## src/rtl/seq_multiplier.sv

```systemverilog
// Radix-2 shift-add sequential multiplier, signed or unsigned, one result every WIDTH+2 cycles.
// Signed operands are reduced to magnitudes up front and the product is negated on the way out.
module seq_multiplier #(
    parameter int WIDTH = 16
) (
    input  logic               clk,
    input  logic               rst,
    input  logic               start,
    input  logic               signed_mode,
    input  logic [WIDTH-1:0]   a,
    input  logic [WIDTH-1:0]   b,
    output logic [2*WIDTH-1:0] p,
    output logic               busy,
    output logic               done
);

    localparam int CW = $clog2(WIDTH);
    localparam logic [CW-1:0] LAST = CW'(WIDTH - 1);

    typedef enum logic [1:0] {
        IDLE,
        CALC,
        DONE
    } state_t;

    state_t           state;
    state_t           state_next;
    logic [WIDTH-1:0] mcand;
    logic [WIDTH-1:0] mag_a;
    logic [WIDTH-1:0] mag_b;
    logic [2*WIDTH:0] acc;
    logic [2*WIDTH:0] addend;
    logic [2*WIDTH:0] acc_next;
    logic [CW-1:0]    cnt;
    logic             neg;

    // Unsigned negation also gives 2^(WIDTH-1) for the most negative operand.
    always_comb begin
        mag_a = (signed_mode && a[WIDTH-1]) ? -a : a;
        mag_b = (signed_mode && b[WIDTH-1]) ? -b : b;
    end

    always_comb begin
        addend   = acc[0] ? {1'b0, mcand, {WIDTH{1'b0}}} : '0;
        acc_next = (acc + addend) >> 1;
    end

    always_ff @(posedge clk) begin
        if (rst) begin
            state <= IDLE;
        end else begin
            state <= state_next;
        end
    end

    always_comb begin
        state_next = state;
        case (state)
            IDLE:    if (start) state_next = CALC;
            CALC:    if (cnt == LAST) state_next = DONE;
            DONE:    state_next = IDLE;
            default: state_next = IDLE;
        endcase
    end

    always_comb begin
        busy = (state != IDLE);
        done = (state == DONE);
    end

    // Low half of acc starts as the multiplier and is consumed one bit per step.
    always_ff @(posedge clk) begin
        if (rst) begin
            mcand <= '0;
            acc   <= '0;
            cnt   <= '0;
            neg   <= 1'b0;
            p     <= '0;
        end else begin
            case (state)
                IDLE: begin
                    if (start) begin
                        mcand <= mag_a;
                        acc   <= {{(WIDTH + 1){1'b0}}, mag_b};
                        cnt   <= '0;
                        neg   <= signed_mode & (a[WIDTH-1] ^ b[WIDTH-1]);
                    end
                end
                CALC: begin
                    acc <= acc_next;
                    cnt <= cnt + CW'(1);
                    if (cnt == LAST) begin
                        p <= neg ? -acc_next[2*WIDTH-1:0] : acc_next[2*WIDTH-1:0];
                    end
                end
                default: begin
                end
            endcase
        end
    end

endmodule

```

## config.mk

```make
export PLATFORM = sky130hd
export DESIGN_NAME = seq_multiplier
export DESIGN_NICKNAME = d
export VERILOG_FILES = /design/src/rtl/seq_multiplier.sv
export SDC_FILE = /design/constraint.sdc
export NUM_CORES = 1
export LEC_CHECK = 0
export ABC_AREA = 1
export CAP_MARGIN = 10
export CORE_MARGIN = 4
export CORE_UTILIZATION = 30
export DETAILED_ROUTE_END_ITERATION = 7
export PLACE_DENSITY = 0.51
export SETUP_SLACK_MARGIN = 0.5
export SLEW_MARGIN = 20
export SYNTH_ARGS = -nofsm -noshare
export SYNTH_HDL_FRONTEND = slang
export SYNTH_SLANG_ARGS = --single-unit
```

## constraint.sdc

```tcl
create_clock -name clk -period 3.9 [get_ports clk]
set_clock_uncertainty 0.1 [all_clocks]
set_input_delay 0.39 -clock clk [delete_from_list [all_inputs] [get_ports clk]]
set_output_delay 0.39 -clock clk [all_outputs]
set_load 0.1 [all_outputs]
```

After elaboration in Yosys (flattened, before gate mapping)
Cells that the tools add are included.

Bits in registers: 88. Output and inout port bits: 34. Word-level logic and storage cells: 38. Input port bits: 36.

Add/subtract/negate cells: 5. Equality and inequality tests: 5. Bitwise gates (word level): 2. Reduce and logical (&&, ||, !) cells: 9. Multiplexer cells: 11.

Operators by type and width (number): $pmux 33 s2 (1); $mux 32 (2); $add 33x32->33 (1); $mux 33 (1); $mux 16 (2); $neg 16->16 (2); $neg 32->32 (1); $pmux 4 s2 (1); $reduce_and 2->1 (4); $add 4x1->4 const B (1); $eq 4x4->1 const B (1); $mux 2 (2); $mux 4 (1); $ne 2x2->1 const B (2); $pmux 2 s2 (1); $reduce_bool 2->1 (2); $eq 2x1->1 const B (1); $eq 2x2->1 const B (1); $logic_and 1x1->1 (2); $logic_not 2->1 (1); $and 1x1->1 (1); $xor 1x1->1 (1).

Longest topological paths before layout
Depth after elaboration: 4. Depth in mapped cells: 22. Depth with buffers taken out: 20.

Worst setup path after synthesis
OpenSTA, ideal clock, no wires.

Path kind: register -> register. From: register acc[0]. To: register p[31]. Arrival time: 2.720 ns. Period minus slack after synthesis: 2.939 ns. Path slack: 0.961 ns. Library setup time: 0.119 ns. Buffers on the path: 2. Stages on the path, launching flop included: 20. Data required time: 3.681 ns. Cell sequence: dfxtp_1 clkbuf_1 clkbuf_1 nand2_1 inv_1 ha_1 fa_1 or2_1 nor2_1 nand2_1 nor2_2 nand2_2 nor2_4 nand2_2 nor2_4 nand3_2 nand3_1 nand2_1 nor2_1 nor2_1.

Cells in the longest elaborated chain, start to end: 4.

Ends and longest elaborated chain: start: declaration (RTL line 31) `logic [2*WIDTH:0] acc;`; start signal: assignment (RTL line 84) `acc <= {{(WIDTH + 1){1'b0}}, mag_b};`; start signal: assignment (RTL line 90) `acc <= acc_next;`; $mux 32 (RTL line 44) `addend = acc[0] ? {1'b0, mcand, {WIDTH{1'b0}}} : '0;`; $add 33x32->33 (*) (RTL line 45) `acc_next = (acc + addend) >> 1;`; $neg 32->32 (RTL line 93) `p <= neg ? -acc_next[2*WIDTH-1:0] : acc_next[2*WIDTH-1:0];`; $mux 32 (*) (RTL line 93); end signal: assignment (RTL line 93); end: declaration (RTL line 12) `output logic [2*WIDTH-1:0] p,`.

Every way passes the cells marked *; elsewhere a longest branch is shown, timed or not. A chain may end at the register's enable or synchronous reset.

Worst setup path after layout
Same ends and word-level chain as after synthesis.

==> run_results.csv <==
group,metric,value,unit
sta,post-route-period-util,76.9,%
setup_path,slowest_stage,"dfxtp_1",
sta,drv_slew,0,
synth,synth.top_cells.by_count,"nand2_1 (249), inv_1 (111), nor2_1 (88), dfxtp_1 (87), a21oi_1 (64)",
cells_and_area,nets,1018,
synth,async_flop_share,0,%
drt,detail-route-antenna-nets,0,
global_route,antenna_found_initial,0,
cts,post_cts_resized,0,
cts,clk_pin_slew,0.07,ns
synth,synth.most_common_cell,"nand2_1",
floorplan,rows,50,
setup_path,critical_path_buf_inv_count,1,
sta,finalCriticalPeriod,3.00,ns
drt,drtIter0Drc,304,
global_route,grt.total_usage,14.6,%
setup_path,critical-path-top-delay-family,"simple AND/OR/NAND/NOR gates",
power_and_ir_drop,peakVddDrop,0.196,mV
drt,vias_per_cell,4.61,
cts,ctsHoldBuffers,0,
drt,vias,5647,
power_and_ir_drop,p_leak,3.24,nW
setup_path,worstPathRequired,4.04,ns
placed_design,place.gp.congestion,0.845,
cells_and_area,multiInputGateArea,3490,µm²
sta,setup_tns,0,ns
setup_path,cp_cell_sequence,"nand2_1 > inv_1 > ha_1 > fa_1 > or2_1 > nor2_1 > nand2_1 > nor2_2 > nand2_2 > nor2_4 > nand2_2 > nor2_4 > nand3_2 > nand3_1 > nand2_1 > nor2_1 > nor2_1",
placed_design,portBuffers,69,
sta,worst_pin_slew,0.985,ns
synth,yosys.cell_types.count,45,
power_and_ir_drop,power_density,328,nW/µm²
cts,cts-root-buf,"clkbuf_16",
sta,hold_slack,0.367,ns
cells_and_area,postLayoutCellArea,7070,µm²
setup_path,critPathKind,"flop to flop",
floorplan,die_w,147,µm
setup_path,slowest_delay,0.64,ns
drt,wirelength,15600,µm
cts,cts_tree,"built",
synth,netlist_top_cells_area,"dfxtp_1 (30%), nand2_1 (16%), inv_1 (7.2%)",
cells_and_area,fillers,2050,
floorplan,initial_core_util,30.8,%
synth,synth_flop_cell,"dfxtp_1",
cells_and_area,regArea,1740,µm²
cts,insertion_delay,0.35,ns
sta,relSlewSlack,34.1,%
global_route,grt_pass1_wl,26100,µm
cells_and_area,drive_above_1_share,7.45,%
setup_path,arrival,3.15,ns
sta,rsz0062_at_grt,"false",
drt,drc,0,
setup_path,critPathCaptureType,"flop",
cells_and_area,final_cells,1226,
global_route,grt.overflow.total,0,
cts,post_cts.repair.setup_buffers,0,
setup_path,cp_max_fo,17,
cells_and_area,areaGrowthSynthToFinish,21.9,%
global_route,grt_max_degree,61,
cts,h-tree-depth,3,
cts,cts_made_buffers,9,
synth,synth_nets,966,
floorplan,core,18800,µm²
floorplan,die_y,147,µm
cts,cts.sinks,87,
worst_hold_path,hold_class,"flop to flop",
synth,syn_area,5800,µm²
setup_path,cp-start-kind,"flop",
job,cap_violations,0,
drt,first_pass_iters,5,
placed_design,dp_cells,1210,
synth,postSynthAreaPerCell,6.38,µm²
synth,ys_ff_latch,87,
sta,final-setup-viol-count,0,
status,status,"completed",
synth,yosysWarnings,0,
floorplan,design.die.area,21600,µm²
synth,synth_top_area_share,30.1,%
synth,synth_edf_count,0,
synth,synthCells,909,
synth,synth_largest_area_cell,"dfxtp_1",
cells_and_area,fin_util,37.5,%
cells_and_area,antenna_cells,0,
synth,synth_seq_area_share,30.1,%
placed_design,dpl_cell_area,6740,µm²
placed_design,dpl.hpwl,11800,µm
sta,fmax,0.333,GHz
floorplan,pin_count,70,
global_route,grt_pass1_vias,5316,
cts,clock_path_buffers,2,
sta,finalHoldViolations,0,
drt,wire_per_inst,12.7,µm
-- metrics by stage --
stage          worst slack (ns)  power (W)
2_1_floorplan             0.961    0.00124
3_3_place_gp              0.943    0.00137
3_5_place_dp              0.876    0.00137
4_1_cts                   0.872    0.00235
5_1_grt                   0.556    0.00244
6_report                  0.899    0.00232
-- report_power, final --
group	internal (W)	switching [W]	total (W)
Combinational	0.000150	0.000239	0.000388
Clock	0.000572	0.000396	0.000968
Sequential	0.000920	0.0000389	0.000959
Total	0.00164	0.000674	0.00232
-- layout make-up --
class / count / share of cell area, %
Tap cell: 260 / 4.60
Sequential cell: 87 / 24.7
Inverter: 115 / 6.11
Clock inverter: 7 / 1.49
Multi-Input combinational cell: 672 / 49.3
Timing Repair Buffer: 76 / 10.6
Clock buffer: 9 / 3.19
-- layer usage --
layer,track usage [%],vias up,wire length [µm]
met2,21.0,117,6210
li1,-,3047,-
met4,4.19,0,244
met5,0,-,0
met1,22.2,2467,8370
met3,2.68,16,725
-- worst register-to-register path, cell delays in order, from the launching register on --
cell and delay, ns:
dfxtp_1 0.64, nand2_1 0.12, inv_1 0.07, ha_1 0.17
fa_1 0.50, or2_1 0.26, nor2_1 0.10, nand2_1 0.08
nor2_2 0.12, nand2_2 0.09, nor2_4 0.12, nand2_2 0.08
nor2_4 0.10, nand3_2 0.09, nand3_1 0.07, nand2_1 0.05
nor2_1 0.10, nor2_1 0.04
-- cells by family (layout without fill, tap and decap cells) --
group | count (synthesis) | count (layout) | share of synthesized area [%]
AOI/OAI and AO/OA | 164 | 164 | 16.0
DFF | 87 | 87 | 30.1
buffers and inverters | 150 | 207 | 9.97
adders and majority gates | 21 | 21 | 4.66
xor gates and xnor gates | 29 | 29 | 4.38
and+or+nand+nor | 458 | 458 | 35.0
-- path summary, 6_finish.rpt --
check / startpoint / endpoint / slack (ns) / depth (start not counted)
worst min register to register: mcand[15]$_SDFFE_PP0P_ / mcand[15]$_SDFFE_PP0P_ / 0.37 / 2
worst max-delay path: acc[0]$_SDFFE_PP0P_ / p[31]$_SDFFE_PP0P_ / 0.90 / 17
worst min-delay path: mcand[15]$_SDFFE_PP0P_ / mcand[15]$_SDFFE_PP0P_ / 0.37 / 2
worst max register to register: acc[0]$_SDFFE_PP0P_ / p[31]$_SDFFE_PP0P_ / 0.90 / 17
-- sequential cells by signal (all words and copies together) (netlist names) --
| signal | cells |
|---|---|
| acc | 32 |
| cnt | 4 |
| mcand | 16 |
| neg | 1 |
| p | 32 |
| state | 2 |
-- placed cells by master, fill, tap and decap left out, types with 4 or more instances in the layout --
| cell type | Yosys | routed |
|---|---|---|
| inv_1 | 111 | 111 |
| nor2_1 | 88 | 86 |
| xnor2_1 | 7 | 7 |
| clkdlybuf4s50_1 | 0 | 68 |
| nand2_2 | 12 | 12 |
| clkbuf_16 | 0 | 9 |
| nand3_2 | 8 | 8 |
| nor2_4 | 3 | 4 |
| nor2_2 | 9 | 10 |
| o21ai_0 | 52 | 52 |
| o221ai_1 | 8 | 8 |
| buf_4 | 0 | 6 |
| a31oi_1 | 15 | 15 |
| nand3_1 | 53 | 53 |
| nor3_1 | 8 | 8 |
| nor3_2 | 4 | 4 |
| nand2_1 | 249 | 249 |
| nand4_1 | 10 | 10 |
| ha_1 | 20 | 20 |
| o21ai_1 | 7 | 7 |
| dfxtp_1 | 87 | 87 |
| a21oi_1 | 64 | 64 |
| xor2_1 | 22 | 22 |
Power figures use the tool's default switching activity.
